File: src/rtl/iq_comp_train_ctrl.sv
// iq_comp_train_ctrl
// Training sequencer for iq_comp. The sequence is BYPASS warm-up, then internal
// W adaptation until Wr/Wj settle, then a one-cycle freeze, then EXT_W replay of
// the latched coefficients. The settled and timeout flags are reported back to the MCU.
// Build option: define IQCTRL_AVG_EN to latch the mean of the last 4 stable
// samples instead of the instantaneous W at the settling sample.
module iq_comp_train_ctrl #(
    parameter int unsigned W_WIDTH     = 13,
    parameter int unsigned WARMUP_N    = 16,
    parameter int unsigned STABLE_N    = 32,
    parameter int unsigned TOL         = 2,
    parameter int unsigned MAX_SAMPLES = 4096
) (
    input  logic                      clk,
    input  logic                      RESETn,
    input  logic                      start,
    input  logic                      abort,
    input  logic                      sample_vld,
    input  logic signed [W_WIDTH-1:0] Wr_mon,
    input  logic signed [W_WIDTH-1:0] Wj_mon,
    output logic [1:0]                op_mode,
    output logic                      freeze_iqcomp,
    output logic signed [W_WIDTH-1:0] Wr_ext,
    output logic signed [W_WIDTH-1:0] Wj_ext,
    output logic                      settled,
    output logic                      timeout,
    output logic                      busy,
    output logic [2:0]                state_dbg
);

    localparam logic [2:0] ST_IDLE   = 3'd0;
    localparam logic [2:0] ST_WARMUP = 3'd1;
    localparam logic [2:0] ST_ADAPT  = 3'd2;
    localparam logic [2:0] ST_LATCH  = 3'd3;
    localparam logic [2:0] ST_HOLD   = 3'd4;
    localparam logic [2:0] ST_FAIL   = 3'd5;

    localparam logic [1:0] MODE_BYPASS = 2'b00;
    localparam logic [1:0] MODE_INT_W  = 2'b01;
    localparam logic [1:0] MODE_EXT_W  = 2'b10;

    localparam int WW = $clog2(WARMUP_N + 1);
    localparam int SW = $clog2(STABLE_N + 1);
    localparam int CW = $clog2(MAX_SAMPLES + 1);
    localparam int DW = W_WIDTH + 1;

    localparam logic [WW-1:0] WARM_C = WW'(WARMUP_N);
    localparam logic [SW-1:0] STAB_C = SW'(STABLE_N);
    localparam logic [CW-1:0] SAMP_C = CW'(MAX_SAMPLES);
    localparam logic [DW-1:0] TOL_C  = DW'(TOL);

    logic [2:0]                r_state;
    logic [1:0]                r_op_mode;
    logic                      r_freeze;
    logic                      r_settled;
    logic                      r_timeout;
    logic                      r_busy;
    logic signed [W_WIDTH-1:0] r_wr_ext;
    logic signed [W_WIDTH-1:0] r_wj_ext;
    logic [WW-1:0]             r_warm_cnt;
    logic [SW-1:0]             r_stab_cnt;
    logic [CW-1:0]             r_samp_cnt;
    logic signed [W_WIDTH-1:0] r_prev_wr;
    logic signed [W_WIDTH-1:0] r_prev_wj;
    logic                      r_prev_vld;

    logic [2:0]                w_state_nxt;
    logic                      w_capture;
    logic                      w_go;
    logic                      w_adapt_smp;
    logic [WW-1:0]             w_warm_inc;
    logic [SW-1:0]             w_stab_inc;
    logic [SW-1:0]             w_stab_nxt;
    logic [CW-1:0]             w_samp_inc;
    logic signed [DW-1:0]      w_dr;
    logic signed [DW-1:0]      w_dj;
    logic [DW-1:0]             w_adr;
    logic [DW-1:0]             w_adj;
    logic                      w_stable;
    logic signed [W_WIDTH-1:0] w_cap_wr;
    logic signed [W_WIDTH-1:0] w_cap_wj;

    assign w_go        = start && !abort &&
                         ((r_state == ST_IDLE) || (r_state == ST_HOLD) || (r_state == ST_FAIL));
    assign w_adapt_smp = (r_state == ST_ADAPT) && sample_vld && !abort;

    // Saturating increments; counters hold at their terminal value.
    assign w_warm_inc = (r_warm_cnt == WARM_C) ? r_warm_cnt : r_warm_cnt + WW'(1);
    assign w_stab_inc = (r_stab_cnt == STAB_C) ? r_stab_cnt : r_stab_cnt + SW'(1);
    assign w_samp_inc = (r_samp_cnt == SAMP_C) ? r_samp_cnt : r_samp_cnt + CW'(1);

    // One extra bit keeps the sample-to-sample difference from wrapping.
    assign w_dr  = {Wr_mon[W_WIDTH-1], Wr_mon} - {r_prev_wr[W_WIDTH-1], r_prev_wr};
    assign w_dj  = {Wj_mon[W_WIDTH-1], Wj_mon} - {r_prev_wj[W_WIDTH-1], r_prev_wj};
    assign w_adr = w_dr[DW-1] ? (~w_dr) + DW'(1) : w_dr;
    assign w_adj = w_dj[DW-1] ? (~w_dj) + DW'(1) : w_dj;

    // The first ADAPT sample has no valid predecessor and always counts unstable.
    assign w_stable   = r_prev_vld && (w_adr <= TOL_C) && (w_adj <= TOL_C);
    assign w_stab_nxt = w_stable ? w_stab_inc : '0;

`ifdef IQCTRL_AVG_EN
    localparam int AW = W_WIDTH + 2;

    logic signed [W_WIDTH-1:0] r_hist_wr [3];
    logic signed [W_WIDTH-1:0] r_hist_wj [3];
    logic signed [AW-1:0]      w_sum_wr;
    logic signed [AW-1:0]      w_sum_wj;

    // Mean of the current sample and the three before it; all four are stable
    // whenever capture happens because STABLE_N >= 4.
    assign w_sum_wr = AW'(Wr_mon) + AW'(r_hist_wr[0]) + AW'(r_hist_wr[1]) + AW'(r_hist_wr[2]);
    assign w_sum_wj = AW'(Wj_mon) + AW'(r_hist_wj[0]) + AW'(r_hist_wj[1]) + AW'(r_hist_wj[2]);
    assign w_cap_wr = W_WIDTH'(w_sum_wr >>> 2);
    assign w_cap_wj = W_WIDTH'(w_sum_wj >>> 2);

    // History of the last three ADAPT samples, newest in slot 0.
    always_ff @(posedge clk or negedge RESETn) begin
        if (!RESETn) begin
            for (int unsigned i = 0; i < 3; i++) begin
                r_hist_wr[i] <= '0;
                r_hist_wj[i] <= '0;
            end
        end else if (w_adapt_smp) begin
            r_hist_wr[0] <= Wr_mon;
            r_hist_wj[0] <= Wj_mon;
            r_hist_wr[1] <= r_hist_wr[0];
            r_hist_wj[1] <= r_hist_wj[0];
            r_hist_wr[2] <= r_hist_wr[1];
            r_hist_wj[2] <= r_hist_wj[1];
        end
    end
`else
    assign w_cap_wr = Wr_mon;
    assign w_cap_wj = Wj_mon;
`endif

    // Next-state selection; abort overrides everything, LATCH wins over timeout.
    always_comb begin
        w_state_nxt = r_state;
        w_capture   = 1'b0;
        if (abort) begin
            w_state_nxt = ST_IDLE;
        end else begin
            case (r_state)
                ST_IDLE, ST_HOLD, ST_FAIL: begin
                    if (start) w_state_nxt = ST_WARMUP;
                end
                ST_WARMUP: begin
                    if (sample_vld && (w_warm_inc == WARM_C)) w_state_nxt = ST_ADAPT;
                end
                ST_ADAPT: begin
                    if (sample_vld) begin
                        if (w_stab_nxt == STAB_C) begin
                            w_state_nxt = ST_LATCH;
                            w_capture   = 1'b1;
                        end else if (w_samp_inc == SAMP_C) begin
                            w_state_nxt = ST_FAIL;
                        end
                    end
                end
                ST_LATCH: w_state_nxt = ST_HOLD;
                default:  w_state_nxt = ST_IDLE;
            endcase
        end
    end

    // State and state-decoded outputs, registered from the state being entered.
    always_ff @(posedge clk or negedge RESETn) begin
        if (!RESETn) begin
            r_state   <= ST_IDLE;
            r_op_mode <= MODE_BYPASS;
            r_freeze  <= 1'b0;
            r_settled <= 1'b0;
            r_timeout <= 1'b0;
            r_busy    <= 1'b0;
        end else begin
            r_state   <= w_state_nxt;
            r_freeze  <= (w_state_nxt == ST_LATCH) || (w_state_nxt == ST_HOLD);
            r_settled <= (w_state_nxt == ST_HOLD);
            r_timeout <= (w_state_nxt == ST_FAIL);
            r_busy    <= (w_state_nxt == ST_WARMUP) || (w_state_nxt == ST_ADAPT) ||
                         (w_state_nxt == ST_LATCH);
            case (w_state_nxt)
                ST_ADAPT, ST_LATCH: r_op_mode <= MODE_INT_W;
                ST_HOLD:            r_op_mode <= MODE_EXT_W;
                default:            r_op_mode <= MODE_BYPASS;
            endcase
        end
    end

    // Warm-up, sample-budget and stability counters plus the previous-W copy.
    always_ff @(posedge clk or negedge RESETn) begin
        if (!RESETn) begin
            r_warm_cnt <= '0;
            r_stab_cnt <= '0;
            r_samp_cnt <= '0;
            r_prev_wr  <= '0;
            r_prev_wj  <= '0;
            r_prev_vld <= 1'b0;
        end else if (w_go) begin
            r_warm_cnt <= '0;
            r_stab_cnt <= '0;
            r_samp_cnt <= '0;
            r_prev_vld <= 1'b0;
        end else if ((r_state == ST_WARMUP) && sample_vld && !abort) begin
            r_warm_cnt <= w_warm_inc;
        end else if (w_adapt_smp) begin
            r_samp_cnt <= w_samp_inc;
            r_stab_cnt <= w_stab_nxt;
            r_prev_wr  <= Wr_mon;
            r_prev_wj  <= Wj_mon;
            r_prev_vld <= 1'b1;
        end
    end

    // Latched coefficients: captured on entry to LATCH, cleared while in FAIL.
    always_ff @(posedge clk or negedge RESETn) begin
        if (!RESETn) begin
            r_wr_ext <= '0;
            r_wj_ext <= '0;
        end else if (w_capture) begin
            r_wr_ext <= w_cap_wr;
            r_wj_ext <= w_cap_wj;
        end else if (w_state_nxt == ST_FAIL) begin
            r_wr_ext <= '0;
            r_wj_ext <= '0;
        end
    end

    assign op_mode       = r_op_mode;
    assign freeze_iqcomp = r_freeze;
    assign Wr_ext        = r_wr_ext;
    assign Wj_ext        = r_wj_ext;
    assign settled       = r_settled;
    assign timeout       = r_timeout;
    assign busy          = r_busy;
    assign state_dbg     = r_state;

endmodule
File: config.mk
export PLATFORM = sky130hd
export DESIGN_NAME = iq_comp_train_ctrl
export DESIGN_NICKNAME = d
export VERILOG_FILES = /design/src/rtl/iq_comp_train_ctrl.sv
export SDC_FILE = /design/constraint.sdc
export NUM_CORES = 1
export LEC_CHECK = 0
export CORE_AREA = 4 4 109 137
export CTS_CLUSTER_SIZE = 8
export DETAILED_ROUTE_END_ITERATION = 7
export DIE_AREA = 0 0 113 141
export GPL_TIMING_DRIVEN = 0
export PLACE_DENSITY = 0.81
export SLEW_MARGIN = 5
export SYNTH_ARGS = -nofsm -noshare
export SYNTH_HDL_FRONTEND = slang
export SYNTH_SLANG_ARGS = --single-unit
export TNS_END_PERCENT = 50
File: constraint.sdc
create_clock -name clk -period 3.35 [get_ports clk]
set_input_delay 0.67 -clock clk [delete_from_list [all_inputs] [get_ports clk]]
set_output_delay 0.67 -clock clk [all_outputs]
set_load 0.02 [all_outputs]
# Word-level counts from Yosys, hierarchy flattened
# Index checks and enable logic that the tools add are counted.
[word_totals] reg_bits=86 in_bits=31 out_inout_bits=35 elab_cells=99
[classes] addsub=7 magnitude_cmp=2 eq_ne=17 muxes=32 bitwise_logic=4 reduce_logical=23
[ops] cell="$mux 13" count=7
[ops] cell="$mux 6" count=5
[ops] cell="$add 14x2->14 const B" count=2
[ops] cell="$le 14x2->1 const B" count=2
[ops] cell="$mux 14" count=2
[ops] cell="$not 14->14" count=2
[ops] cell="$sub 13x13->14" count=2
[ops] cell="$eq 13x13->1 const B" count=2
[ops] cell="$mux 3" count=6
[ops] cell="$mux 5" count=3
[ops] cell="$add 13x1->13 const B" count=1
[ops] cell="$eq 3x2->1 const B" count=4
[ops] cell="$eq 3x3->1 const B" count=4
[ops] cell="$eq 6x6->1 const B" count=2
[ops] cell="$pmux 3 s4" count=1
[ops] cell="$eq 5x5->1 const B" count=2
[ops] cell="$logic_and 1x1->1" count=9
[ops] cell="$mux 1" count=7
[ops] cell="$add 6x1->6 const B" count=1
[ops] cell="$eq 3x1->1 const B" count=2
[ops] cell="$reduce_bool 2->1" count=3
[ops] cell="$add 5x1->5 const B" count=1
[ops] cell="$logic_or 1x1->1" count=5
[ops] cell="$pmux 2 s2" count=1
[ops] cell="other kinds (8)" count=9

# Depth between registers and ports, before layout
# Gate-level depths: netlist (run 1).
[logic_depth] depth_word=16 depth_mapped=17 ltp_nobuf=14

# Least setup slack after synthesis (run 1)
# Ideal clock, no wire load.
[synth_path] kind="input -> register" from="input Wj_mon[0]" to="register r_wj_ext[6] (netlist: Wj_ext[6])" arrival_time_ps=3880 t_required_ps=3214 setup_slack_ps=-666 cell_stages=16 n_path_buf=2 path_cell_list="inv_1 ha_1 fa_1 nand2b_1 a21oi_1 xor2_1 nor3_1 or4_1 a211oi_1 nand4_1 a2111oi_2 nand4b_1 buf_4 buf_6 mux2i_1 nor2_1"
[synth_between] elab_chain_cells=14
[synth_rtl] item="start: declaration" line="20" source="input logic signed [W_WIDTH-1:0] Wj_mon,"
[synth_rtl] item="$sub 13x13->14 *" line="94" source="assign w_dj = {Wj_mon[W_WIDTH-1], Wj_mon} - {r_prev_wj[W_WIDTH-1], r_prev_wj};"
[synth_rtl] item="$not 14->14" line="96" source="assign w_adj = w_dj[DW-1] ? (~w_dj) + DW'(1) : w_dj;"
[synth_rtl] item="$add 14x2->14" line="96"
[synth_rtl] item="$mux 14 *" line="96"
[synth_rtl] item="$le 14x2->1 *" line="99" source="assign w_stable = r_prev_vld && (w_adr <= TOL_C) && (w_adj <= TOL_C);"
[synth_rtl] item="$logic_and 1x1->1 *" line="99"
[synth_rtl] item="$mux 6 *" line="100" source="assign w_stab_nxt = w_stable ? w_stab_inc : '0;"
[synth_rtl] item="$eq 6x6->1 *" line="154" source="if (w_stab_nxt == STAB_C) begin"
[synth_rtl] item="$mux 3" line="154"
[synth_rtl] item="$mux 3" line="153" source="if (sample_vld) begin"
[synth_rtl] item="$pmux 3 s4" line="145" source="case (r_state)"
[synth_rtl] item="$mux 3" line="142" source="if (abort) begin"
[synth_rtl] item="$eq 3x3->1" line="225" source="end else if (w_state_nxt == ST_FAIL) begin"
[synth_rtl] item="$reduce_bool 2->1 (no line)"
[synth_rtl] item="end signal: assignment" line="224" source="r_wj_ext <= w_cap_wj;"
[synth_rtl] item="end: declaration" line="59" source="logic signed [W_WIDTH-1:0] r_wj_ext;"
# Every way passes the cells marked *; elsewhere a longest branch is shown, timed or not.
# A chain may end at the register's enable or synchronous reset.

# Final worst setup path (run 1)
[layout_path] from="register r_prev_wj[0]" to="register r_wj_ext[6] (netlist: Wj_ext[6])"
[layout_between] elab_chain_cells=14
[layout_rtl] item="start: declaration" line="64" source="logic signed [W_WIDTH-1:0] r_prev_wj;"
[layout_rtl] item="start signal: assignment" line="212" source="r_prev_wj <= Wj_mon;"
[layout_rtl] item="$sub 13x13->14 *" line="94"
[layout_rtl] item="$not 14->14" line="96"
[layout_rtl] item="$add 14x2->14" line="96"
[layout_rtl] item="$mux 14 *" line="96"
[layout_rtl] item="$le 14x2->1 *" line="99"
[layout_rtl] item="$logic_and 1x1->1 *" line="99"
[layout_rtl] item="$mux 6 *" line="100"
[layout_rtl] item="$eq 6x6->1 *" line="154"
[layout_rtl] item="$mux 3" line="154"
[layout_rtl] item="$mux 3" line="153"
[layout_rtl] item="$pmux 3 s4" line="145"
[layout_rtl] item="$mux 3" line="142"
[layout_rtl] item="$eq 3x3->1" line="225"
[layout_rtl] item="$reduce_bool 2->1 (no line)"
# Marks and branches as above.

==> results of run 1 <==
-- registers in the layout, summed over array words and instances, names as in the netlist, 2 cells and up --
register / cells
state_dbg: 3
r_samp_cnt: 13
op_mode: 2
r_prev_wr: 13
r_stab_cnt: 6
r_warm_cnt: 5
Wj_ext: 13
Wr_ext: 13
r_prev_wj: 13
-- report_power, final --
group / switching [mW] / internal, mW
registers: 0.0174 / 1.06
logic: 0.476 / 0.371
clock network: 0.436 / 0.500
total: 0.929 / 1.93
-- placed cells by master, fill, tap and decap left out, types with 9 or more instances in the layout --
cell type                         synthesis  final
sky130_fd_sc_hd__buf_4                    1     49
sky130_fd_sc_hd__nor3_1                  15     12
sky130_fd_sc_hd__a21oi_2                  0     14
sky130_fd_sc_hd__mux2i_1                 31     18
sky130_fd_sc_hd__nand2_1                 91     88
sky130_fd_sc_hd__dfrtp_1                 86     86
sky130_fd_sc_hd__dlygate4sd2_1            0     13
sky130_fd_sc_hd__a21o_1                  14     13
sky130_fd_sc_hd__nand3_1                 28     26
sky130_fd_sc_hd__nand2b_1                16     14
sky130_fd_sc_hd__nor2_1                  71     51
sky130_fd_sc_hd__ha_4                     0     22
sky130_fd_sc_hd__clkbuf_1                23     17
sky130_fd_sc_hd__clkdlybuf4s50_1          0     43
sky130_fd_sc_hd__buf_6                    6     10
sky130_fd_sc_hd__nor2_2                   0     12
sky130_fd_sc_hd__o21ai_0                 73     66
sky130_fd_sc_hd__inv_1                   46     41
sky130_fd_sc_hd__a21oi_1                 42     23
sky130_fd_sc_hd__xnor2_1                 19     15
sky130_fd_sc_hd__a31oi_1                 12     11
sky130_fd_sc_hd__and3_1                   9      9
sky130_fd_sc_hd__clkbuf_16                0     10
-- how the worst max path moves through the flow --
stage	startpoint	end	cells after the start	slack, ns
after CTS	Wj_mon[0]	Wr_ext[2]	17	-0.32
after detailed placement	Wj_mon[0]	Wr_ext[6]	16	-1.59
after global routing	r_prev_wj[0]	Wj_ext[5]	15	-0.61
after floorplan	Wj_mon[0]	Wj_ext[10]	15	-0.46
after global placement	RESETn	Wr_ext[7]	1	-1.63
final	r_prev_wj[0]	Wj_ext[6]	15	-0.49
-- synthesized netlist by cell type, types with 8 or more instances --
cell type	count	area share [%]
sky130_fd_sc_hd__a211oi_1	11	1.3
sky130_fd_sc_hd__a21o_1	14	1.6
sky130_fd_sc_hd__a21oi_1	42	3.3
sky130_fd_sc_hd__a31oi_1	12	1.2
sky130_fd_sc_hd__and2_1	8	0.77
sky130_fd_sc_hd__and3_1	9	0.87
sky130_fd_sc_hd__clkbuf_1	23	1.3
sky130_fd_sc_hd__dfrtp_1	86	33
sky130_fd_sc_hd__ha_1	32	6.2
sky130_fd_sc_hd__inv_1	46	2.7
sky130_fd_sc_hd__mux2i_1	31	4.8
sky130_fd_sc_hd__nand2_1	91	5.3
sky130_fd_sc_hd__nand2b_1	16	1.5
sky130_fd_sc_hd__nand3_1	28	2.2
sky130_fd_sc_hd__nor2_1	71	4.1
sky130_fd_sc_hd__nor3_1	15	1.2
sky130_fd_sc_hd__nor3b_1	8	0.93
sky130_fd_sc_hd__nor4_1	9	0.87
sky130_fd_sc_hd__o21ai_0	73	5.7
sky130_fd_sc_hd__or3_1	11	1.1
sky130_fd_sc_hd__xnor2_1	19	2.6
sky130_fd_sc_hd__xor2_1	13	1.8
-- kinds of logic after synthesis --
kind of cell / count (synthesis) / share of synthesized area, %
buffers and inverters: 79 / 5.38
AND/OR/NAND/NOR: 294 / 22.0
AO/OA/AOI/OAI: 223 / 23.0
multiplexers: 33 / 5.15
adder cells (fa/ha/maj): 34 / 6.81
XOR/XNOR: 32 / 4.34
flip-flops: 86 / 33.3
-- critical path, stage by stage, from the launching register on --
cell and delay, ns:
sky130_fd_sc_hd__dfrtp_1 0.42, sky130_fd_sc_hd__ha_4 0.18, sky130_fd_sc_hd__fa_2 0.35, sky130_fd_sc_hd__nand2b_4 0.17, sky130_fd_sc_hd__a211oi_4 0.37, sky130_fd_sc_hd__o22ai_2 0.11
sky130_fd_sc_hd__o32a_1 0.39, sky130_fd_sc_hd__and2_4 0.17, sky130_fd_sc_hd__o31ai_2 0.26, sky130_fd_sc_hd__a21oi_2 0.11, sky130_fd_sc_hd__a2111oi_4 0.41, sky130_fd_sc_hd__and4bb_4 0.34
sky130_fd_sc_hd__o31ai_4 0.07, sky130_fd_sc_hd__buf_6 0.16, sky130_fd_sc_hd__buf_4 0.15, sky130_fd_sc_hd__nor2_2 0.10
-- per-layer routing --
layer  vias to the layer above  global-route usage [%]  routed length [um]
met3                        82                    3.56                1120
met5                         -                       0                   0
li1                       3063                       -                   -
met2                       282                    42.5               10200
met1                      3199                    28.0                7630
met4                         0                    9.87                 742
-- timing repair --
| item | 4_1_cts | 5_1_grt |
|---|---|---|
| gates resized for setup | 187 | 64 |
| gates cloned | 1 | 1 |
| buffers inserted | 46 | 7 |
| pin swaps | 64 | 37 |
| endpoints found under the setup margin | 39 | 39 |
-- metrics by stage --
step / std cells / hold WS (ns)
after global routing: 1082 / 0.333
final: 1082 / 0.296
after detailed placement: 1021 / 0.483
after floorplan: 781 / 0.374
after global placement: 1020 / 0.469
after CTS: 1074 / 0.313
-- cell type report --
| type | instances | area, um^2 | area share [%] |
|---|---|---|---|
| buffer | 24 | 164 | 1.78 |
| clock buffer | 10 | 229 | 2.49 |
| clock inverter | 5 | 37.5 | 0.408 |
| inverter | 46 | 185 | 2.01 |
| multi-input combinational | 616 | 5070 | 55.1 |
| sequential | 86 | 2150 | 23.4 |
| tap | 175 | 219 | 2.38 |
| timing repair buffer | 120 | 1140 | 12.4 |
==> results by group, run 1 <==
Status
  • Result of the run: complete, but fails checks
  • Failing checks: negative setup slack

Timing
  • Final slew viol count: 0
  • Transition at the pin with the smallest max-transition slack: 0.594 ns
  • Upper clock frequency limit: 0.261 GHz
  • Worst Setup Slack, final: -0.486 ns
  • Final period demand of the worst path: 3.84 ns
  • Worst Skew: 0.0137 ns
  • Final total negative setup slack: -15.82 ns
  • Hold Fails Final Rpt: 0
  • Number of failing setup endpoints in the final timing report: 39
  • RSZ-0062 raised after global routing: yes
  • Final period util: 115%
  • Relative max-transition margin: 60.4%

Floorplan
  • Top-level port count: 66
  • Die area: 15900 um^2
  • Num rows: 48
  • Starting density of the core: 47.4%
  • Placeable core region: 13600 um^2
  • Die boundary width: 113 um
  • Die outline height: 141 um

Global routing
  • Number of global-route vias before repair: 6448
  • Leftover overflow at the end of global routing: 0
  • Antenna violations before repair: 0
  • Combined global-route utilization of all metal layers: 23.7%
  • Wire length of the first global-routing pass: 31200 um
  • Maximum number of pins on one net before global-route repair: 50

Worst setup path
  • Reg-to-Reg Start: r_prev_wj[0]
  • Maximum fanout encountered on the critical timing path: 6
  • Kind of start point of the critical path: flop
  • Data arrival, critical path: 4.11 ns
  • Reg-to-reg slack, setup: -0.49 ns
  • R2R Path End: Wj_ext[6]
  • FF-to-FF path depth: 15
  • Crit. End Element: flop
  • Required time of the worst setup path: 3.63 ns
  • Setup CP Type: reg -> reg

Logic synthesis
  • Mean instance size in the synthesized netlist: 8.28 um^2
  • Yosys warning total: 0
  • Synth Flop Type: sky130_fd_sc_hd__dfrtp_1
  • Number of synthesized register bits: 86
  • Number of synthesized flops with an enable pin: 0
  • Net Count, Synth: 846
  • Total standard cell area after synthesis: 6460 um^2
  • Sequential cell area fraction in the yosys report: 33.3%
  • Cell count after synthesis: 781
  • Proportion of register bits with asynchronous set or reset after synthesis: 100%
  • Synth cell types: 76

Final layout
  • Fill cell instance count of the final layout: 936
  • Post-synthesis to final-layout area growth: 42.2%
  • Area of all placed cells without fillers: 9190 um^2
  • Diode insertion count for antenna repair: 0
  • Util after Layout: 67.4%
  • Final-stage net count: 968
  • Fraction of final layout cells sized beyond drive strength 1: 26.6%

Placed design
  • Setup WS pre-CTS: -1.59 ns
  • Sum of net half-perimeters after detailed placement: 11900 um
  • Number of port buffers: 64
  • Instance area at placement: 7420 um^2
  • Final weighted congestion in routability-driven placement: 0.940

Clock network
  • Clock sink count: 86
  • Clock root cell: sky130_fd_sc_hd__clkbuf_16
  • Insertion delay to the later sink of the worst-skew pair: 0.35 ns
  • Inserted Clock Buffers: 9
  • CTS tree: yes
  • Clock H-tree levels: 3
  • Clock transition at the register clock pins on the worst setup and hold paths after CTS: 0.07 ns
  • CTS hold repair buffers: 0
  • Maximum buffer depth of the clock tree: 2

Drt
  • Via density per instance: 6.12
  • Post-Route WL: 19700 um
  • Number of remaining DRC errors: 0
  • Drt initial violations: 505
  • Detailed-route wire length per cell: 18.2 um
  • Iteration count of the initial detailed-routing pass: 5
  • Total via count in the routed design: 6626
  • Remaining number of nets flagged by the antenna check after routing: 0

Hold path
  • Class of the tightest hold or removal check: in -> async

Power
  • Power density over cell area: 311 nW/um^2
  • Reported leakage power: 3.85 nW
  • Worst IR Drop VDD: 209 uV
  • Post-route total power: 2.86 mW

Run
  • Max-capacitance violation count: 0
Power figures use the tool's default switching activity.
==> run 2, diff against run 1 <==
--- a/config.mk
+++ b/config.mk
@@ -11,8 +11,6 @@
 export DIE_AREA = 0 0 113 141
 export GPL_TIMING_DRIVEN = 0
 export PLACE_DENSITY = 0.81
-export SLEW_MARGIN = 5
 export SYNTH_ARGS = -nofsm -noshare
 export SYNTH_HDL_FRONTEND = slang
 export SYNTH_SLANG_ARGS = --single-unit
-export TNS_END_PERCENT = 50
==> results by group, run 2 (synthesis gave the netlist of run 1 again) <==
Status
  • Result of the run: complete, but fails checks
  • Failing checks: negative setup slack

Final layout
  • Most frequent cells in the layout: 87 x sky130_fd_sc_hd__nand2_1, 86 x sky130_fd_sc_hd__dfrtp_1, 67 x sky130_fd_sc_hd__o21ai_0, 61 x sky130_fd_sc_hd__buf_4, 57 x sky130_fd_sc_hd__nor2_1
  • Finished Layout Cells: 1099
  • Final-stage net count: 984
  • Post-synthesis to final-layout area growth: 42.8%
  • Area of all placed cells without fillers: 9230 um^2
  • Fraction of final layout cells sized beyond drive strength 1: 26.6%
  • Util after Layout: 67.7%
  • Most common library cell in the layout ignoring fill and taps: sky130_fd_sc_hd__nand2_1
  • Diode insertion count for antenna repair: 0

Clock network
  • Inserted Clock Buffers: 9
  • Clock root cell: sky130_fd_sc_hd__clkbuf_16
  • Clock sink count: 86
  • Insertion delay to the later sink of the worst-skew pair: 0.36 ns
  • CTS hold repair buffers: 0
  • Clock H-tree levels: 3
  • CTS tree: yes
  • Clock transition at the register clock pins on the worst setup and hold paths after CTS: 0.07 ns
  • Maximum buffer depth of the clock tree: 2

Timing
  • Relative max-transition margin: 58.6%
  • Final period demand of the worst path: 4.02 ns
  • Number of failing setup endpoints in the final timing report: 39
  • Upper clock frequency limit: 0.249 GHz
  • Final period util: 120%
  • Worst Skew: 0.00885 ns
  • RSZ-0062 raised after global routing: yes
  • Worst Setup Slack, final: -0.674 ns
  • Final total negative setup slack: -22.91 ns
  • Hold Fails Final Rpt: 0
  • Post-Route Hold Slack: 0.257 ns
  • Transition at the pin with the smallest max-transition slack: 0.622 ns
  • Final slew viol count: 0

Worst setup path
  • Cells along the critical path: dlygate4sd2_1, ha_4, a21oi_1, nand2_2, xor2_4, buf_4, nor4b_1, o211ai_1, a211oi_2, nand4_1, a2111oi_4, nand4b_1, buf_6, clkbuf_16, mux2i_4, nor2_4
  • Reg-to-Reg Start: r_prev_wj[0]
  • Kind of start point of the critical path: primary input
  • Delay of the slowest critical-path stage: 0.54 ns
  • R2R Path End: Wj_ext[9]
  • Crit. End Element: flop
  • Worst-path cell with the longest stage delay: sky130_fd_sc_hd__nor4b_1
  • Buf+Inv Stages, Crit Path: 4
  • Data arrival, critical path: 4.32 ns
  • Maximum fanout encountered on the critical timing path: 7
  • Reg-to-reg slack, setup: -0.57 ns
  • FF-to-FF path depth: 15
  • Gate family responsible for the most delay along the worst path: simple AND/OR/NAND/NOR gates
  • Required time of the worst setup path: 3.65 ns
  • Setup CP Type: in -> reg

Power
  • Power share of the clock group: 35.1%
  • Power density over cell area: 322 nW/um^2
  • Internal power consumption: 2.02 mW
  • Reported leakage power: 3.96 nW
  • Combinational Power Share: 28.6%
  • Worst IR Drop VDD: 220 uV
  • Post-route total power: 2.97 mW
  • Proportion of power drawn by flip-flops and latches: 36.3%
  • P_sw: 951 uW
  • Sw Ratio: 32.0%

Drt
  • Number of remaining DRC errors: 0
  • Post-Route WL: 20400 um
  • Total via count in the routed design: 6699
  • Detailed-route wire length per cell: 18.5 um
  • Drt initial violations: 492
  • Remaining number of nets flagged by the antenna check after routing: 0
  • Via density per instance: 6.10
  • Iteration count of the initial detailed-routing pass: 8

Placed design
  • Instance area at placement: 7450 um^2
  • Final weighted congestion in routability-driven placement: 0.928
  • Post-placement cell count: 1021
  • Sum of net half-perimeters after detailed placement: 11900 um
  • Setup WS pre-CTS: -1.66 ns
  • Number of port buffers: 64

Global routing
  • Leftover overflow at the end of global routing: 0
  • Combined global-route utilization of all metal layers: 24.7%
  • Maximum number of pins on one net before global-route repair: 55
  • Wire length of the first global-routing pass: 32200 um
  • Antenna violations before repair: 0
  • Number of global-route vias before repair: 6769

Floorplan
  • Num rows: 48
  • Starting density of the core: 47.4%
  • Placeable core region: 13600 um^2
  • Die outline height: 141 um
  • Die boundary width: 113 um
  • Top-level port count: 66
  • Die area: 15900 um^2

Hold path
  • Class of the tightest hold or removal check: in -> async

Run
  • Max-capacitance violation count: 0
==> run 2: changes by cell type in the layout (fill, tap and decap cells not counted), sizes merged <==
cell	change
buf	+17
bufinv	+1
clkbuf	-1
clkdlybuf4s15	+2
clkdlybuf4s50	-3
clkinvlp	+1
dlygate4sd2	-2
dlymetal6s2s	+2
==> run 2: area by class of cell <==
| cell class | instances | area (um^2) |
|---|---|---|
| Clock buffer | 9 | 225 |
| Tap cell | 175 | 219 |
| Inverter | 46 | 188 |
| Multi-Input combinational cell | 616 | 4920 |
| Sequential cell | 86 | 2150 |
| Timing Repair Buffer | 135 | 1270 |
| Clock inverter | 7 | 75.1 |
| Fill cell | 940 | 4400 |
| Buffer | 25 | 180 |
==> run 2: how the worst max path moves through the flow <==
stage                  from          to  slack, ns  cells past startpoint
2_1_floorplan     Wj_mon[0]  Wj_ext[10]      -0.46                     15
3_3_place_gp         RESETn   Wr_ext[7]      -1.62                      1
3_5_place_dp      Wj_mon[0]  Wr_ext[10]      -1.66                     16
4_1_cts           Wj_mon[0]   Wj_ext[0]      -0.34                     17
5_1_grt        r_prev_wj[1]  Wj_ext[10]      -0.74                     16
6_report          Wj_mon[2]   Wj_ext[9]      -0.67                     16
==> run 2: power groups by stage <==
| stage | logic [mW] | registers [mW] | clock network, mW |
|---|---|---|---|
| 3_3_place_gp | 0.558 | 1.10 | 0 |
| 2_1_floorplan | 0.404 | 1.09 | 0 |
| 5_1_grt | 0.902 | 1.08 | 1.09 |
| 6_report | 0.848 | 1.08 | 1.04 |
| 3_5_place_dp | 0.570 | 1.10 | 0 |
| 4_1_cts | 0.772 | 1.08 | 1.05 |
==> run 2: routing by layer <==
layer / vias up / global-route usage [%] / wire length [um]
met5: - / 0 / 0
met4: 0 / 12.9 / 852
met3: 81 / 4.29 / 1130
met2: 299 / 45.0 / 10600
met1: 3224 / 27.2 / 7810
li1: 3095 / - / -
==> run 2: timing repair <==
action | 4_1_cts | 5_1_grt
gates cloned | 2 | 1
setup buffers | 69 | 3
resized for setup | 183 | 47
endpoints found under the setup margin | 39 | 40
pin swaps | 67 | 17
